### config.mk
export PLATFORM = sky130hd
export DESIGN_NAME = sl_byte_enable
export DESIGN_NICKNAME = d
export VERILOG_FILES = /design/src/rtl/sram_like_pkg.sv /design/src/rtl/sl_byte_enable.sv
export SDC_FILE = /design/constraint.sdc
export NUM_CORES = 1
export LEC_CHECK = 0
export CAP_MARGIN = 40
export CORE_AREA = 2 2 39 41
export DETAILED_ROUTE_END_ITERATION = 10
export DIE_AREA = 0 0 41 43
export PLACE_DENSITY_LB_ADDON = 0.25
export SLEW_MARGIN = 20
export SYNTH_ARGS = -nofsm -noshare
export SYNTH_HDL_FRONTEND = slang
export SYNTH_SLANG_ARGS = --single-unit
### constraint.sdc
create_clock -name vclk -period 0.8
set_input_delay 0.16 -clock vclk [all_inputs]
set_output_delay 0.16 -clock vclk [all_outputs]
set_load 0.02 [all_outputs]
### src/rtl/sram_like_pkg.sv
// sram_like_pkg: shared definitions for the SRAM-like slave.
//   - Transfer size encodings (SIZE_BYTE / SIZE_HALF / SIZE_WORD).
//   - Controller state encoding.
// The WAIT state exists only when SRAM_LIKE_SLAVE_DELAY_EN is defined.
package sram_like_pkg;

    localparam logic [1:0] SIZE_BYTE = 2'b00;
    localparam logic [1:0] SIZE_HALF = 2'b01;
    localparam logic [1:0] SIZE_WORD = 2'b10;

    typedef enum logic [1:0] {
        IDLE = 2'd0,
        RAM  = 2'd1,
        RESP = 2'd2
`ifdef SRAM_LIKE_SLAVE_DELAY_EN
        ,
        WAIT = 2'd3
`endif
    } sl_state_t;

endpackage

### src/rtl/sl_byte_enable.sv
// sl_byte_enable: decodes transfer size and the low address bits into
// per-byte-lane write enables and a misalignment flag.
// Ports:
//   size       in  2  transfer size (SIZE_BYTE/SIZE_HALF/SIZE_WORD; 11 = word)
//   addr_lo    in  2  byte address bits [1:0]
//   we         out 4  byte-lane enables for the 32-bit word
//   misaligned out 1  access is not naturally aligned for its size
module sl_byte_enable
    import sram_like_pkg::*;
(
    input  logic [1:0] size,
    input  logic [1:0] addr_lo,
    output logic [3:0] we,
    output logic       misaligned
);

    always_comb begin
        we         = 4'b1111;
        misaligned = 1'b0;
        case (size)
            SIZE_BYTE: begin
                we = 4'b0001 << addr_lo;
            end
            SIZE_HALF: begin
                we         = addr_lo[1] ? 4'b1100 : 4'b0011;
                misaligned = addr_lo[0];
            end
            default: begin
                // SIZE_WORD and the unused 2'b11 encoding both act as a word
                we         = 4'b1111;
                misaligned = (addr_lo != 2'b00);
            end
        endcase
    end

endmodule

## Word-level counts from Yosys, hierarchy flattened

Index checks and enable logic that the tools add are counted.

| storage, ports and cells | value |
|---|---|
| flip-flop bits (word level) | 0 |
| bits in latches | 0 |
| memory bits (writable) | 0 |
| ROM bits | 0 |
| input port bits | 4 |
| output and inout bits | 5 |
| memories | 0 |

| cells by class | value |
|---|---|
| add/subtract/negate cells | 0 |
| multiply operators | 0 |
| divide/modulo/power cells | 0 |
| order comparisons | 0 |
| equal/unequal tests | 1 |
| shifts and indexed selects | 1 |
| muxes and demuxes | 3 |
| bitwise gates (word level) | 0 |
| reductions and logical operators | 2 |

Operators by type and width:

| cell | number |
|---|---|
| $pmux W4 S2 | 1 |
| $mux W4 | 1 |
| $shl A1 B2 Y4 const A | 1 |
| $eq A2 B1 Y1 const B | 1 |
| $logic_not A2 Y1 | 1 |
| $pmux W1 S2 | 1 |
| $reduce_bool A2 Y1 | 1 |

## Longest topological paths before layout

Gate-level depths: netlist of the first run.

| depth | value |
|---|---|
| depth after elaboration | 2 |
| depth in mapped cells | 2 |
| gate-level depth less buffers | 2 |

## Worst setup path after synthesis of the first run

OpenSTA, ideal clock, no wires.

| timing | value |
|---|---|
| path type | input port to output port |
| from | in addr_lo[0] |
| to | out we[0] |
| data arrival time | 0.605 ns |
| required time | 0.640 ns |
| path slack | 0.035 ns |
| stages on the path | 2 |
| path through | nor2b_4 o21bai_1 |

| on the way | value |
|---|---|
| word-level cells in the longest chain between the ends | 2 |

Ends and longest elaborated chain:

| what | RTL line | RTL |
|---|---|---|
| start, declared | sl_byte_enable.sv:12 | `input logic [1:0] addr_lo,` |
| $shl A1 B2 Y4 | sl_byte_enable.sv:22 | `we = 4'b0001 << addr_lo;` |
| $pmux W4 S2 | sl_byte_enable.sv:20 | `case (size)` |
| end, declared | sl_byte_enable.sv:13 | `output logic [3:0] we,` |

No other way between the ends.

## Final worst setup path of the first run

| timing | value |
|---|---|
| from | in addr_lo[0] |
| to | out we[2] |

The elaborated chain is that of the path after synthesis.

==> results of run 1 <==
==> critical path: stages <==
cell and delay [ns]:
buf_8 0.10, nor2b_4 0.12, o21bai_1 0.14, buf_4 0.16
==> repair_timing <==
item | in CTS | in global routing
pin swaps | 3 | 4
endpoints found under the hold margin | 0 | 0
gates resized for setup | 43 | 7
setup endpoints to repair | 5 | 5
hold buffers | 0 | 0
==> how the worst max path moves through the flow <==
stage | start | to | cells past startpoint
4_1_cts | addr_lo[0] | we[2] | 4
3_5_place_dp | size[0] | we[3] | 4
6_report | addr_lo[0] | we[2] | 4
2_1_floorplan | addr_lo[0] | we[0] | 2
3_3_place_gp | size[0] | we[0] | 4
5_1_grt | addr_lo[0] | we[2] | 4
==> cell type report <==
type	count	share of cell area
tap	16	0.116
timing repair buffer	9	0.478
inverter	1	0.0217
multi-input combinational	9	0.384
==> through the flow <==
stage               setup WS, ns   util  hold slack, ns
detailed placement        -0.894  0.127            1.47
floorplan                 0.0353      -           0.468
global route             -0.0630  0.125           0.638
finish                   -0.0375  0.125           0.612
CTS                      -0.0481  0.109           0.670
global placement          -0.896  0.127            1.48
==> power groups by stage <==
stage / combinational (W) / sequential, W / clock [W]
6_report: 0.000108 / 0 / 0
5_1_grt: 0.000116 / 0 / 0
4_1_cts: 0.0000970 / 0 / 0
3_5_place_dp: 0.000110 / 0 / 0
3_3_place_gp: 0.000111 / 0 / 0
2_1_floorplan: 0.0000461 / 0 / 0
==> cells in the final DEF (no fill, tap or decap) <==
cell,netlist,layout
nor2_2,1,1
a21oi_2,0,1
buf_6,0,2
inv_1,1,1
o21bai_1,4,4
nor2_1,2,2
nor2b_4,1,1
buf_4,0,6
buf_8,0,1
==> cells by family after synthesis <==
logic type | share of synthesized area
simple gates | 0.415
compound gates | 0.528
buf+inv | 0.0565
==> metal layers <==
| layer | GRT usage | wire [um] |
|---|---|---|
| met5 | 0 | 0 |
| met1 | 0.0665 | 174 |
| met4 | 0 | 0 |
| met2 | 0.0313 | 60 |
| met3 | 0 | 27 |
==> metrics.txt, run 1 <==
post-route cell area 173 um^2; max cap viols 0; PnR Total Power 0.000108 W; all-layer global routing usage 0.0310; average instance area after synthesis 6.63 um^2; DP Cell Count 35; residual antenna-violating net count after detailed routing 0; Leakage 0.0810 nW; Core ar. 1380 um^2; DR pass1 iterations 1; cell accounting for the most synthesized area o21bai_1; internal power summed over all cells 0.0000559 W; post-CTS setup buffer count 0; fraction of layout cells with a size suffix above 1 0.632; Combinational Power Share 1.000; die footprint around 1800 um^2; f_max 1.19 GHz; DIE HEIGHT 43 um; number of instances in the synthesized netlist 10; final sequential cell count 0; global-route wire length before repair between 400 and 500 um; worst hold path stage count 3; number of diodes added for antenna fixing 0; RePlAce Congestion 0.578; vias per inst around 2.9; final worst-path setup slack -0.0375 ns; share of total power consumed by net switching 0.484; cell area after technology mapping between 60 and 70 um^2; area of the multi-input gates 66.3 um^2; WS Path Type in2out; main area contributors after synthesis o21bai_1, nor2b_4, nor2_1; final net count 25; hold_sp addr_lo[1]; Finished Layout Cells 35; Critical Path Start Type primary input; vias in the first global route 93; flip-flop and latch area 0 um^2; starting density of the core 0.0479; site row count 14; Synth top cells by count o21bai_1, nor2_1; crit path DAT 0.68 ns; Slew headroom 0.906; top-level port count 9; total negative slack -0.0735 ns; hold endpoint we[1]; violations in the final reports negative setup slack; clock buf count 0; Synth warnings 0; Synth top area share 0.453; Setup-failing EPs final 3; Worst Setup End Kind output port; run status complete, but fails checks; relative contribution of the clock network to total power 0; sum of routed wire length over all layers 261 um; via count 101; initial antenna violation count 0; sequential-to-total area share from yosys stat 0; most frequent cell after synthesis o21bai_1; worst hold path class in2out; DRC errors left 0; input/output buffers 9; sum of overflow across all layers after global routing 0; standard cell area after detailed placement 176 um^2; width of the die 41 um; routed length per instance 7.46 um; biggest fanout along the worst timing path 3; pin count of the biggest net entering global routing 7; final-layout fill cell count 159; Final Hold Vio Count 0; setup repair after global routing missed its margin yes; final critical delay including setup and external delays 0.837 ns; net load switching power about 0.000053 W; area growth from synthesis to final layout 160%; Synth cell types 6; worst supply voltage drop on vdd approximately 0.23 mV; final slew viol count 0; power per cell area 628 nW/um^2; worst slew pin tran between 0.1 and 0.15 ns; relative contribution of sequential cells to total power 0; net count of the mapped netlist 14; required time of the worst setup path approximately 0.64 ns; period utilization 1.05; number of violations reported at the end of detailed-routing iteration 0 0
Power figures use the tool's default switching activity.
==> run 2: changes to the inputs <==
--- a/config.mk
+++ b/config.mk
@@ -5,12 +5,12 @@
 export SDC_FILE = /design/constraint.sdc
 export NUM_CORES = 1
 export LEC_CHECK = 0
-export CAP_MARGIN = 40
+export CAP_MARGIN = 20
 export CORE_AREA = 2 2 39 41
 export DETAILED_ROUTE_END_ITERATION = 10
 export DIE_AREA = 0 0 41 43
 export PLACE_DENSITY_LB_ADDON = 0.25
-export SLEW_MARGIN = 20
+export SLEW_MARGIN = 0
 export SYNTH_ARGS = -nofsm -noshare
 export SYNTH_HDL_FRONTEND = slang
 export SYNTH_SLANG_ARGS = --single-unit
==> constraint.sdc (replaced) <==
create_clock -name vclk -period 0.9
set_input_delay 0.18 -clock vclk [all_inputs]
set_output_delay 0.18 -clock vclk [all_outputs]
set_load 0.02 [all_outputs]
==> run 2 against run 1 <==
  * Hold slack gained 0.075 ns
  * Flip-flop and latch count stayed put
  * The run now ends clean
  * Critical path type unchanged
  * Sequential share of layout area unchanged
  * Largest power group unchanged
  * Highest routed layer unchanged
==> metrics.txt, run 2 (synthesis gave the netlist of run 1 again) <==
worst-case setup slack after placement -0.834 ns (was -0.894 ns); biggest fanout along the worst timing path 3 (unchanged); period utilization 0.974; flip-flop and latch area 0 um^2 (unchanged); die footprint 1760 um^2 (unchanged); all-layer global routing usage 0.0310 (unchanged); number of violations reported at the end of detailed-routing iteration 0 1 (was 0); DIE HEIGHT 43 um (unchanged); commonest non-fill, non-tap cell in the layout buf_4 (unchanged); final sequential cell count 0 (unchanged); RePlAce Congestion 0.578 (unchanged); DR pass1 iterations 2 (was 1); DRC errors left 0 (unchanged); area growth from synthesis to final layout 138% (was 160%); Final Core Density 0.114 (was 0.125); Final Hold Vio Count 0 (unchanged); global-route wire length before repair 420 um (unchanged); f_max 1.14 GHz; via count 104 (was 101); standard cell area after detailed placement 176 um^2 (unchanged); hold_sp addr_lo[1] (unchanged); worst hold path stage count 3 (unchanged); starting density of the core 0.0479 (unchanged); number of diodes added for antenna fixing 0 (unchanged); sum of routed wire length over all layers 256 um (was 261 um); final net count 25 (unchanged); routed length per instance 7.31 um (was 7.46 um); fraction of layout cells with a size suffix above 1 0.632 (unchanged); required time of the worst setup path 0.72 ns (was 0.64 ns); final slew viol count 0 (unchanged); final critical delay including setup and external delays 0.876 ns; wire length on met1 169 um (was 174 um); max cap viols 0 (unchanged); final worst-path setup slack 0.0236 ns (was -0.0375 ns); Met2 Wirelength 60 um (unchanged); clock buf count 0 (unchanged); width of the die 41 um (unchanged); residual antenna-violating net count after detailed routing 0 (unchanged); Setup-failing EPs final 0 (was 3); WS Path Type in2out (unchanged); setup repair after global routing missed its margin yes (unchanged); vias in the first global route 93 (unchanged); Leakage 0.0757 nW (was 0.0810 nW); hold buffers post-CTS 0 (unchanged); vias per inst 2.97 (was 2.89); input/output buffers 9 (unchanged); Slew headroom 0.907 (was 0.906); worst slew pin tran 0.139 ns (was 0.141 ns); most frequent cells in the layout buf_4, o21bai_1, buf_2 (was buf_4, o21bai_1, nor2_1, buf_6); highest metal layer with signal wires met3 (unchanged); sum of overflow across all layers after global routing 0 (unchanged); post-route cell area 158 um^2 (was 173 um^2); site row count 14 (unchanged); power per cell area 562 nW/um^2 (was 628 nW/um^2); worst hold path class in2out (unchanged); crit path DAT 0.70 ns (was 0.68 ns); PnR Total Power 0.0000887 W (was 0.000108 W); total negative slack 0 ns (was -0.0735 ns); Critical Path Start Type primary input (unchanged); top-level port count 9 (unchanged); worst supply voltage drop on vdd 0.193 mV (was 0.230 mV); pin count of the biggest net entering global routing 7 (unchanged); run status finished clean (was complete, but fails checks); met3 routed WL 26 um (was 27 um); Core ar. 1380 um^2 (unchanged); initial antenna violation count 0 (unchanged); Worst Setup End Kind output port (unchanged); hold endpoint we[1] (unchanged)
==> run 2: changes by cell type in the layout (fill, tap and decap cells not counted) <==
cell,previous run,this run
buf_4,6,5
buf_2,0,3
buf_6,2,0
==> run 2: stage by stage <==
stage,std cells,hold WS [ns]
after floorplan,10,0.508
final,35,0.687
after CTS,35,0.710
after global placement,35,1.52
after detailed placement,35,1.51
after global routing,35,0.707
==> run 2: cell type report <==
cell class | instances | area, um^2
fillers | 160 | 1230
repair buffers | 9 | 67.6
multi-input cells | 9 | 66.3
well taps | 16 | 20.0
inverters | 1 | 3.75
==> run 2: routing by layer <==
metal / up-vias / track usage
met4: 0 / 0
met1: 42 / 0.0665
met3: 0 / 0
met5: - / 0
li1: 53 / -
met2: 9 / 0.0313
==> run 2: critical path: stages <==
cell and delay (ns):
buf_8 0.10, nor2b_4 0.12, o21bai_1 0.14, buf_4 0.16
==> run 2: worst max path at each step <==
| stage | startpoint | to | cells after the start |
|---|---|---|---|
| finish | addr_lo[0] | we[0] | 4 |
| global route | addr_lo[0] | we[2] | 4 |
| CTS | addr_lo[0] | we[2] | 4 |
| detailed placement | size[0] | we[3] | 4 |
| global placement | size[0] | we[0] | 4 |
| floorplan | addr_lo[0] | we[0] | 2 |
==> run 2: power breakdown <==
group	switching, W	internal (W)	leakage [nW]
Clock	0	0	0
Sequential	0	0	0
Combinational	0.0000463	0.0000424	0.0757
Total	0.0000463	0.0000424	0.0757
==> run 2: timing repair <==
action                     4_1_cts  5_1_grt
resized for setup               43        2
setup endpoints to repair        5        1
buffers inserted                 0        0
pin swaps                        3        1
==> run 3: changes to the inputs <==
--- a/config.mk
+++ b/config.mk
@@ -9,7 +9,6 @@
 export CORE_AREA = 2 2 39 41
 export DETAILED_ROUTE_END_ITERATION = 10
 export DIE_AREA = 0 0 41 43
-export PLACE_DENSITY_LB_ADDON = 0.25
 export SLEW_MARGIN = 0
 export SYNTH_ARGS = -nofsm -noshare
 export SYNTH_HDL_FRONTEND = slang
==> run 3 against run 2 <==
  * Largest cell class is now multi-input combinational cells
  * Combinational power fell by 2%
  * Final cell count did not move
  * Count of clock-buffer cells in the layout stayed put
  * Global-route usage shrank 0.90 points
  * First-iteration DRC count is 100% lower
==> metrics.txt, run 3 (synthesis gave the netlist of run 1 again) <==
max cap viols 0 (unchanged); Final Hold Vio Count 0 (unchanged); via count 96 (was 104); worst hold path class in2out (unchanged); final sequential cell count 0 (unchanged); final net count 25 (unchanged); final-layout fill cell count 163 (was 160); fraction of layout cells with a size suffix above 1 0.632 (unchanged); DR pass1 iterations 1 (was 2); DIE HEIGHT 43 um (unchanged); worst slew pin tran 0.112 ns (was 0.139 ns); Worst Setup End Kind output port (unchanged); Finished Layout Cells 35 (unchanged); starting density of the core 0.0479 (unchanged); total negative slack 0 ns (unchanged); post-CTS setup buffer count 0 (unchanged); power per cell area 562 nW/um^2 (about the same); final critical delay including setup and external delays 0.864 ns (was 0.876 ns); final slew viol count 0 (unchanged); residual antenna-violating net count after detailed routing 0 (unchanged); DP Cell Count 35 (unchanged); area growth from synthesis to final layout 134% (was 138%); DRC errors left 0 (unchanged); setup repair after global routing missed its margin yes (unchanged); WS Path Type in2out (unchanged); RePlAce Congestion 0.452 (was 0.578); clock buf count 0 (unchanged); number of diodes added for antenna fixing 0 (unchanged); initial antenna violation count 0 (unchanged); vias in the first global route 65 (was 93); sum of overflow across all layers after global routing 0 (unchanged); crit path DAT 0.68 ns (was 0.70 ns); vias per inst 2.74 (was 2.97); site row count 14 (unchanged); die footprint 1760 um^2 (unchanged); most frequent cells in the layout o21bai_1, buf_2, buf_4 (was buf_4, o21bai_1, buf_2); worst supply voltage drop on vdd 0.159 mV (was 0.193 mV); input/output buffers 9 (unchanged); Slew headroom 0.925 (was 0.907); flip-flop and latch area 0 um^2 (unchanged); routed length per instance 6.60 um (was 7.31 um); global-route wire length before repair 276 um (was 420 um); required time of the worst setup path 0.72 ns (about the same); Post-DP HPWL 188 um; Critical Path Start Type primary input (unchanged); f_max 1.16 GHz (was 1.14 GHz); sum of routed wire length over all layers 231 um (was 256 um); Leakage 0.0746 nW (was 0.0757 nW); pin count of the biggest net entering global routing 7 (unchanged); biggest fanout along the worst timing path 3 (unchanged); width of the die 41 um (unchanged); Setup-failing EPs final 0 (unchanged); top-level port count 9 (unchanged); all-layer global routing usage 0.0220 (was 0.0310); period utilization 0.960 (was 0.974); number of violations reported at the end of detailed-routing iteration 0 0 (was 1); run status finished clean (unchanged); Core ar. 1380 um^2 (unchanged); PnR Total Power 0.0000871 W (was 0.0000887 W)
run 3: cell counts in the layout (fill, tap and decap cells not counted):
No cell type changed its count.
run 3: power by group:
| group | leakage [nW] | switching [W] | internal [W] |
|---|---|---|---|
| Combinational | 0.0746 | 0.0000460 | 0.0000412 |
| Clock | 0 | 0 | 0 |
| Sequential | 0 | 0 | 0 |
| Total | 0.0746 | 0.0000460 | 0.0000412 |
run 3: worst paths after layout:
| check | startpoint | endpoint | cells past startpoint |
|---|---|---|---|
| worst max-delay path | addr_lo[0] | we[0] | 4 |
| worst min-delay path | addr_lo[1] | we[0] | 3 |
run 3: critical path, cell delays in order:
cell and delay (ns):
buf_8 0.10, nor2b_4 0.12, o21bai_1 0.13, buf_4 0.15
run 3: final cells by class:
type / instances / area, um^2 / share of cell area
inverter: 1 / 3.75 / 0.0242
multi-input combinational: 9 / 66.3 / 0.427
timing repair buffer: 9 / 65.1 / 0.419
tap: 16 / 20.0 / 0.129
run 3: through the flow:
stage                     area (um^2)  hold slack [ns]   util  setup slack, ns
after CTS                         154            0.782  0.111          -0.0360
after detailed placement          176             1.50  0.127           -0.824
after global placement            176             1.50  0.127           -0.823
after floorplan                  66.3            0.508      -           0.0953
after global routing              155            0.722  0.112          -0.0104
final                             155            0.692  0.112           0.0364
run 3: what timing repair did:
item                                    4_1_cts  5_1_grt
resized for setup                            38        6
pin swaps                                     3        4
endpoints found under the setup margin        5        5
hold buffers                                  0        0
run 3: per-layer routing:
layer  global-route usage  wire, um  vias to the layer above
met4                    0         0                        0
met3                    0        54                        0
met1               0.0475       130                       34
li1                     -         -                       53
met2               0.0219        46                        9
met5                    0         0                        -
